**config.mk**
```make
export PLATFORM = sky130hd
export DESIGN_NAME = hwpe_ctrl_uloop_issuer
export DESIGN_NICKNAME = d
export VERILOG_FILES = /design/src/rtl/hwpe_ctrl_uloop_issuer.sv
export SDC_FILE = /design/constraint.sdc
export NUM_CORES = 1
export LEC_CHECK = 0
export BUFFER_PORTS_ARGS = -buffer_cell sky130_fd_sc_hd__buf_2
export CAP_MARGIN = 20
export CORE_ASPECT_RATIO = 1.75
export CORE_UTILIZATION = 45
export CTS_BUF_LIST = sky130_fd_sc_hd__clkbuf_4 sky130_fd_sc_hd__clkbuf_8 sky130_fd_sc_hd__clkbuf_16
export DETAILED_ROUTE_END_ITERATION = 10
export PLACE_DENSITY = 0.74
export SYNTH_ARGS = -nofsm -noshare
export SYNTH_HDL_FRONTEND = slang
export SYNTH_SLANG_ARGS = --single-unit
```
**constraint.sdc**
```tcl
create_clock -name clk_i -period 6.6 [get_ports clk_i]
set_input_delay 0.66 -clock clk_i [delete_from_list [all_inputs] [get_ports clk_i]]
set_output_delay 0.66 -clock clk_i [all_outputs]
set_load 0.01 [all_outputs]
```
**src/rtl/hwpe_ctrl_uloop_issuer.sv**
```systemverilog
// hwpe_ctrl_uloop_issuer
// Steps the HWPE microcode loop one iteration at a time, captures the
// per-iteration offsets and turns them into one address request per enabled
// streamer (base + offset). Completion is flagged once the uloop has reported
// done and the final iteration has been fully accepted by the streamers.
module hwpe_ctrl_uloop_issuer #(
    parameter int unsigned NB_STREAMS = 4,
    parameter int unsigned NB_REG     = 4,
    parameter int unsigned REG_WIDTH  = 32,
    parameter int unsigned ADDR_WIDTH = 32,
    parameter int unsigned ITER_WIDTH = 16,
    parameter int unsigned NB_LOOPS   = 6,
    localparam int unsigned LOOP_W    = (NB_LOOPS > 1) ? $clog2(NB_LOOPS) : 1
) (
    input  logic                             clk_i,
    input  logic                             rst_i,
    input  logic                             clear_i,
    input  logic                             start_i,
    input  logic [NB_STREAMS-1:0]            stream_mask_i,
    input  logic [NB_STREAMS*ADDR_WIDTH-1:0] base_addr_i,
    output logic                             uloop_clear_o,
    output logic                             uloop_enable_o,
    input  logic                             uloop_valid_i,
    input  logic                             uloop_done_i,
    input  logic [NB_REG*REG_WIDTH-1:0]      uloop_offs_i,
    input  logic [LOOP_W-1:0]                uloop_loop_i,
    output logic [NB_STREAMS-1:0]            req_valid_o,
    input  logic [NB_STREAMS-1:0]            req_ready_i,
    output logic [NB_STREAMS*ADDR_WIDTH-1:0] req_addr_o,
    output logic [LOOP_W-1:0]                req_loop_o,
    output logic                             busy_o,
    output logic                             done_o,
    output logic [ITER_WIDTH-1:0]            iter_cnt_o
);

    typedef enum logic [2:0] {
        IDLE   = 3'd0,
        CLEAR  = 3'd1,
        FETCH  = 3'd2,
        ISSUE  = 3'd3,
        FINISH = 3'd4
    } state_e;

    state_e state_q, state_d;

    logic [NB_STREAMS-1:0]                 mask_q;
    logic [NB_STREAMS-1:0][ADDR_WIDTH-1:0] base_q;
    logic [NB_STREAMS-1:0][ADDR_WIDTH-1:0] offs_q;
    logic [NB_STREAMS-1:0][ADDR_WIDTH-1:0] offs_fit;
    logic                                  ldone_q;
    logic [LOOP_W-1:0]                     loop_q;
    logic [ITER_WIDTH-1:0]                 iter_q;
    logic [NB_STREAMS-1:0]                 acc_q, acc_d;

    logic latch_job;
    logic capture;
    logic iter_inc;

    // Address generation silently wraps modulo 2^ADDR_WIDTH.
    function automatic logic [ADDR_WIDTH-1:0] add_wrap(
        input logic [ADDR_WIDTH-1:0] base,
        input logic [ADDR_WIDTH-1:0] offs
    );
        return base + offs;
    endfunction

    // Offset registers are resized to the address width: truncated when wider,
    // zero-extended when narrower. Only the first NB_STREAMS registers are used.
    for (genvar s = 0; s < NB_STREAMS; s++) begin : g_offs
        if (REG_WIDTH >= ADDR_WIDTH) begin : g_trunc
            assign offs_fit[s] = uloop_offs_i[s*REG_WIDTH +: ADDR_WIDTH];
        end else begin : g_zext
            assign offs_fit[s] = {{(ADDR_WIDTH-REG_WIDTH){1'b0}},
                                  uloop_offs_i[s*REG_WIDTH +: REG_WIDTH]};
        end
        assign req_addr_o[s*ADDR_WIDTH +: ADDR_WIDTH] = add_wrap(base_q[s], offs_q[s]);
    end

    assign req_loop_o = loop_q;
    assign iter_cnt_o = iter_q;

    // State, job context, captured iteration and acceptance tracking.
    always_ff @(posedge clk_i) begin
        if (rst_i) begin
            state_q <= IDLE;
            mask_q  <= '0;
            base_q  <= '0;
            offs_q  <= '0;
            ldone_q <= 1'b0;
            loop_q  <= '0;
            iter_q  <= '0;
            acc_q   <= '0;
        end else begin
            state_q <= state_d;
            acc_q   <= acc_d;
            if (latch_job) begin
                mask_q <= stream_mask_i;
                base_q <= base_addr_i;
                iter_q <= '0;
            end else if (iter_inc) begin
                iter_q <= iter_q + ITER_WIDTH'(1);
            end
            if (capture) begin
                offs_q  <= offs_fit;
                ldone_q <= uloop_done_i;
                loop_q  <= uloop_loop_i;
            end
        end
    end

    // Next-state logic and handshake outputs; a soft clear overrides everything.
    always_comb begin
        state_d        = state_q;
        acc_d          = acc_q;
        uloop_clear_o  = 1'b0;
        uloop_enable_o = 1'b0;
        req_valid_o    = '0;
        done_o         = 1'b0;
        busy_o         = (state_q != IDLE);
        latch_job      = 1'b0;
        capture        = 1'b0;
        iter_inc       = 1'b0;

        case (state_q)
            IDLE: begin
                if (start_i) begin
                    latch_job = 1'b1;
                    state_d   = CLEAR;
                end
            end
            CLEAR: begin
                uloop_clear_o = 1'b1;
                state_d       = FETCH;
            end
            FETCH: begin
                // Enable drops in the capture cycle so the uloop holds this iteration.
                if (uloop_valid_i) begin
                    capture = 1'b1;
                    state_d = ISSUE;
                end else begin
                    uloop_enable_o = 1'b1;
                end
            end
            ISSUE: begin
                req_valid_o = mask_q & ~acc_q;
                acc_d       = acc_q | (req_valid_o & req_ready_i);
                if (&(acc_d | ~mask_q)) begin
                    acc_d    = '0;
                    iter_inc = 1'b1;
                    state_d  = ldone_q ? FINISH : FETCH;
                end
            end
            FINISH: begin
                done_o  = 1'b1;
                state_d = IDLE;
            end
            default: begin
                state_d = IDLE;
            end
        endcase

        if (clear_i) begin
            state_d   = IDLE;
            acc_d     = '0;
            latch_job = 1'b0;
            capture   = 1'b0;
            iter_inc  = 1'b0;
        end
    end

endmodule

```
==> results.yml <==
floorplanning:
  die_x_um: 145.4
  initial_core_util_pct: 45.90
  die_y_um: 253.0
  core_area_mm2: 0.03530
  num_io_pins: 428
  rows: 91
  dieArea_mm2: 0.03679
sta:
  maxSlewViolCount: 0
  slew_headroom_pct: 25.97
  rsz0062_at_grt: "false"
  hold_violations: 0
  skew_ns: 0.009116
  final.period_utilization_pct: 66.46
  max_freq_mhz: 228.0
  post-route-min-period_ns: 4.387
  setup_viol_count_final: 0
  tns_ns: 0
  worst_pin_slew_ns: 1.110
setup_path:
  r2r_end: "offs_q[101]"
  rrSetupSlack_ns: 3.67
  startpoint_type: "register"
  cp_top_family: "compound AO/OA/AOI/OAI gates"
  crit_slowest_cell: "or4_4"
  critical_path.max_fanout: 3
  arrival_ns: 3.73
  cp.required_ns: 5.94
  critPathBufInv: 1
  crit_chain: "ha_1 > fa_1 > a21o_1 > a221oi_2 > o31ai_2 > or4_4 > a41oi_2 > o211ai_2 > a311oi_2 > xnor2_1 > buf_2"
  r2r-start: "state_q[1]"
  critPathMaxStageDelay_ns: 0.52
  r2r_cells: 5
  critPathKind: "register to primary output"
  crit_path_end_kind: "primary output"
logic_synthesis:
  async_reset_ff_share_pct: 0
  syn_area_mm2: 0.01620
  ys_seq_area_share_pct: 35.47
  syn_nets: 2540
  synth_edf_count: 0
  ys.flop_type: "dfxtp_1"
  syn_avg_cell_area_um2: 7.577
  yosys_warnings: 0
  ys_ff_latch: 287
  synth_cells: 2138
  synthDistinctLibCells: 77
clock_tree:
  root_buffer: "clkbuf_16"
  clock_latency_ns: 0.56
  holdBufCountCts: 0
  cts_resized: 0
  cts.sinks: 287
  cts_tree: "done"
  cts-buffers-inserted: 28
  cts.htree.levels: 1
  cts_setup_buffers: 0
  clockBufferDepth: 3
  clk_pin_slew_ns: 0.07
layout:
  multi_input_area_mm2: 0.009935
  n_fill_cell: 3435
  seqCellArea_mm2: 0.005746
  final_layout_size_suffix_gt1_share_pct: 20.16
  area_delta_synth_final_pct: 21.11
  final_cell_mix: "609 x nand2_1, 426 x buf_2, 378 x a21oi_1"
  num-nets-final: 2895
  fin_util_pct: 55.58
  final_common_cell: "nand2_1"
route:
  drt_iter0_drc: 757
  first_pass_iters: 5
  viasPerCell: 5.514
  wl_per_cell_um: 17.17
  ant_nets: 0
  wirelength_um: 51390
  drc_errors: 0
  vias: 16500
pwr:
  ir_worst_vdd_uv: 194.6
  powerDensity_mw_per_mm2: 203.0
  leakage_nw: 9.125
grt:
  grt_antenna_before_repair: 13
  gr-total-overflow: 0
  grt_pass1_wl_um: 80410
  grt_max_degree: 101
  grt_pass1_vias: 16220
  grt_usage_pct: 26.90
min_path:
  whs_path_depth: 3
  min_path_type: "input port to register"
  hold-path-endpoint: "offs_q[112]"
  worstHoldStart: "uloop_offs_i[112]"
run_status:
  status: "finished, final reports clean"
placement:
  detailed_place_hpwl_um: 38350
  gp_congestion: 0.9245
  io_buffers: 427
job:
  maxCapViolCount: 0
power by group:
| part | internal, mW | leakage (nW) | switching, mW |
|---|---|---|---|
| logic | 0.173 | 6.30 | 0.259 |
| clock network | 1.04 | 0.503 | 0.705 |
| registers | 1.78 | 2.33 | 0.0276 |
| total | 2.99 | 9.13 | 0.992 |
metrics by stage:
step           cell area, um2  power (mW)  instances  hold slack (ns)  setup WS (ns)
2_1_floorplan           16200       2.072       2138           0.4277          3.110
3_3_place_gp            18580       2.264       2928           0.4387          2.784
3_5_place_dp            18580       2.271       2928           0.4510          2.740
4_1_cts                 19590       4.013       2980           0.3133          2.130
5_1_grt                 19620       4.125       2991           0.3253          1.997
6_report                19620       3.982       2992           0.3322          2.213
worst min-delay path: cells and delay by family:
kind                   cells  cell delay (ns)
AOI/OAI and AO/OA          1             0.05
buffers and inverters      1             0.09
and+or+nand+nor            1             0.05
metal layers:
| layer | global-route usage [%] | share of wire, % | routed length [um] | vias up |
|---|---|---|---|---|
| li1 | - | - | - | 8087 |
| met1 | 27.32 | 36 | 18590 | 7711 |
| met2 | 50.70 | 52 | 26730 | 549 |
| met3 | 4.721 | 5.9 | 3008 | 148 |
| met4 | 16.69 | 5.9 | 3031 | 4 |
| met5 | 0 | 0.045 | 23 | - |
registers in the layout (all words and copies together) (netlist names):
| name | flops |
|---|---|
| offs_q | 128 |
| iter_cnt_o | 16 |
| state_q | 3 |
| req_loop_o | 3 |
| base_q | 128 |
| mask_q | 4 |
| ldone_q | 1 |
| acc_q | 4 |
cell families (layout without fill, tap and decap cells):
kind of cell	after synthesis	after routing	synth area share, %
compound gates	624	624	22.74
fa+ha+maj	129	129	10.15
flops	287	287	35.47
simple gates	828	828	21.25
other cells	0	12	0
xor+xnor	127	127	6.866
mux	4	4	0.2549
buf+inv	139	516	3.275
cell usage after synthesis, types with 3 or more instances:
library cell / number / share of area (%)
fa_1: 4 / 0.49
o211ai_1: 7 / 0.32
buf_2: 7 / 0.22
dfxtp_1: 287 / 35
a31oi_1: 13 / 0.50
and2_1: 7 / 0.27
xnor2_1: 80 / 4.3
clkbuf_1: 103 / 2.4
o21bai_1: 12 / 0.56
and3b_1: 3 / 0.16
nor3_1: 13 / 0.40
or3_1: 6 / 0.23
a41o_1: 5 / 0.31
ha_1: 125 / 9.7
o21ai_0: 51 / 1.6
o21ai_1: 14 / 0.43
a211oi_1: 15 / 0.70
a41oi_1: 4 / 0.22
a21o_1: 59 / 2.7
nor2b_1: 9 / 0.35
nand4_1: 16 / 0.62
and4_1: 3 / 0.16
a21oi_1: 378 / 12
nand2_1: 609 / 14
a311oi_1: 3 / 0.16
a221oi_1: 4 / 0.22
a211o_1: 4 / 0.22
mux2i_1: 3 / 0.19
xor2_1: 47 / 2.5
and3_1: 14 / 0.54
nor3b_1: 9 / 0.42
o31ai_1: 7 / 0.32
o21a_1: 15 / 0.70
nand2b_1: 8 / 0.31
inv_1: 28 / 0.65
nor2_1: 80 / 1.9
nand3_1: 37 / 1.1
worst max-delay path by stage:
stage | to | slack, ns | depth (start not counted) | start
after floorplan | req_addr_o[94] | 3.11 | 10 | base_q[64]
after global placement | req_addr_o[95] | 2.78 | 10 | base_q[68]
after detailed placement | req_addr_o[95] | 2.74 | 10 | base_q[68]
after CTS | req_addr_o[95] | 2.13 | 10 | base_q[68]
after global routing | req_addr_o[94] | 2.00 | 11 | base_q[64]
final | req_addr_o[94] | 2.21 | 11 | base_q[64]
layout make-up:
cell class                 count  area share, %
antenna                       12         0.1531
clock buffer                  39          4.273
clock inverter                13         0.8673
inverter                      28         0.5357
multi-input combinational   1712          50.64
sequential                   287          29.29
tap                          465          2.966
timing repair buffer         436          11.28
No activity file was read; power rests on OpenSTA's default activity.
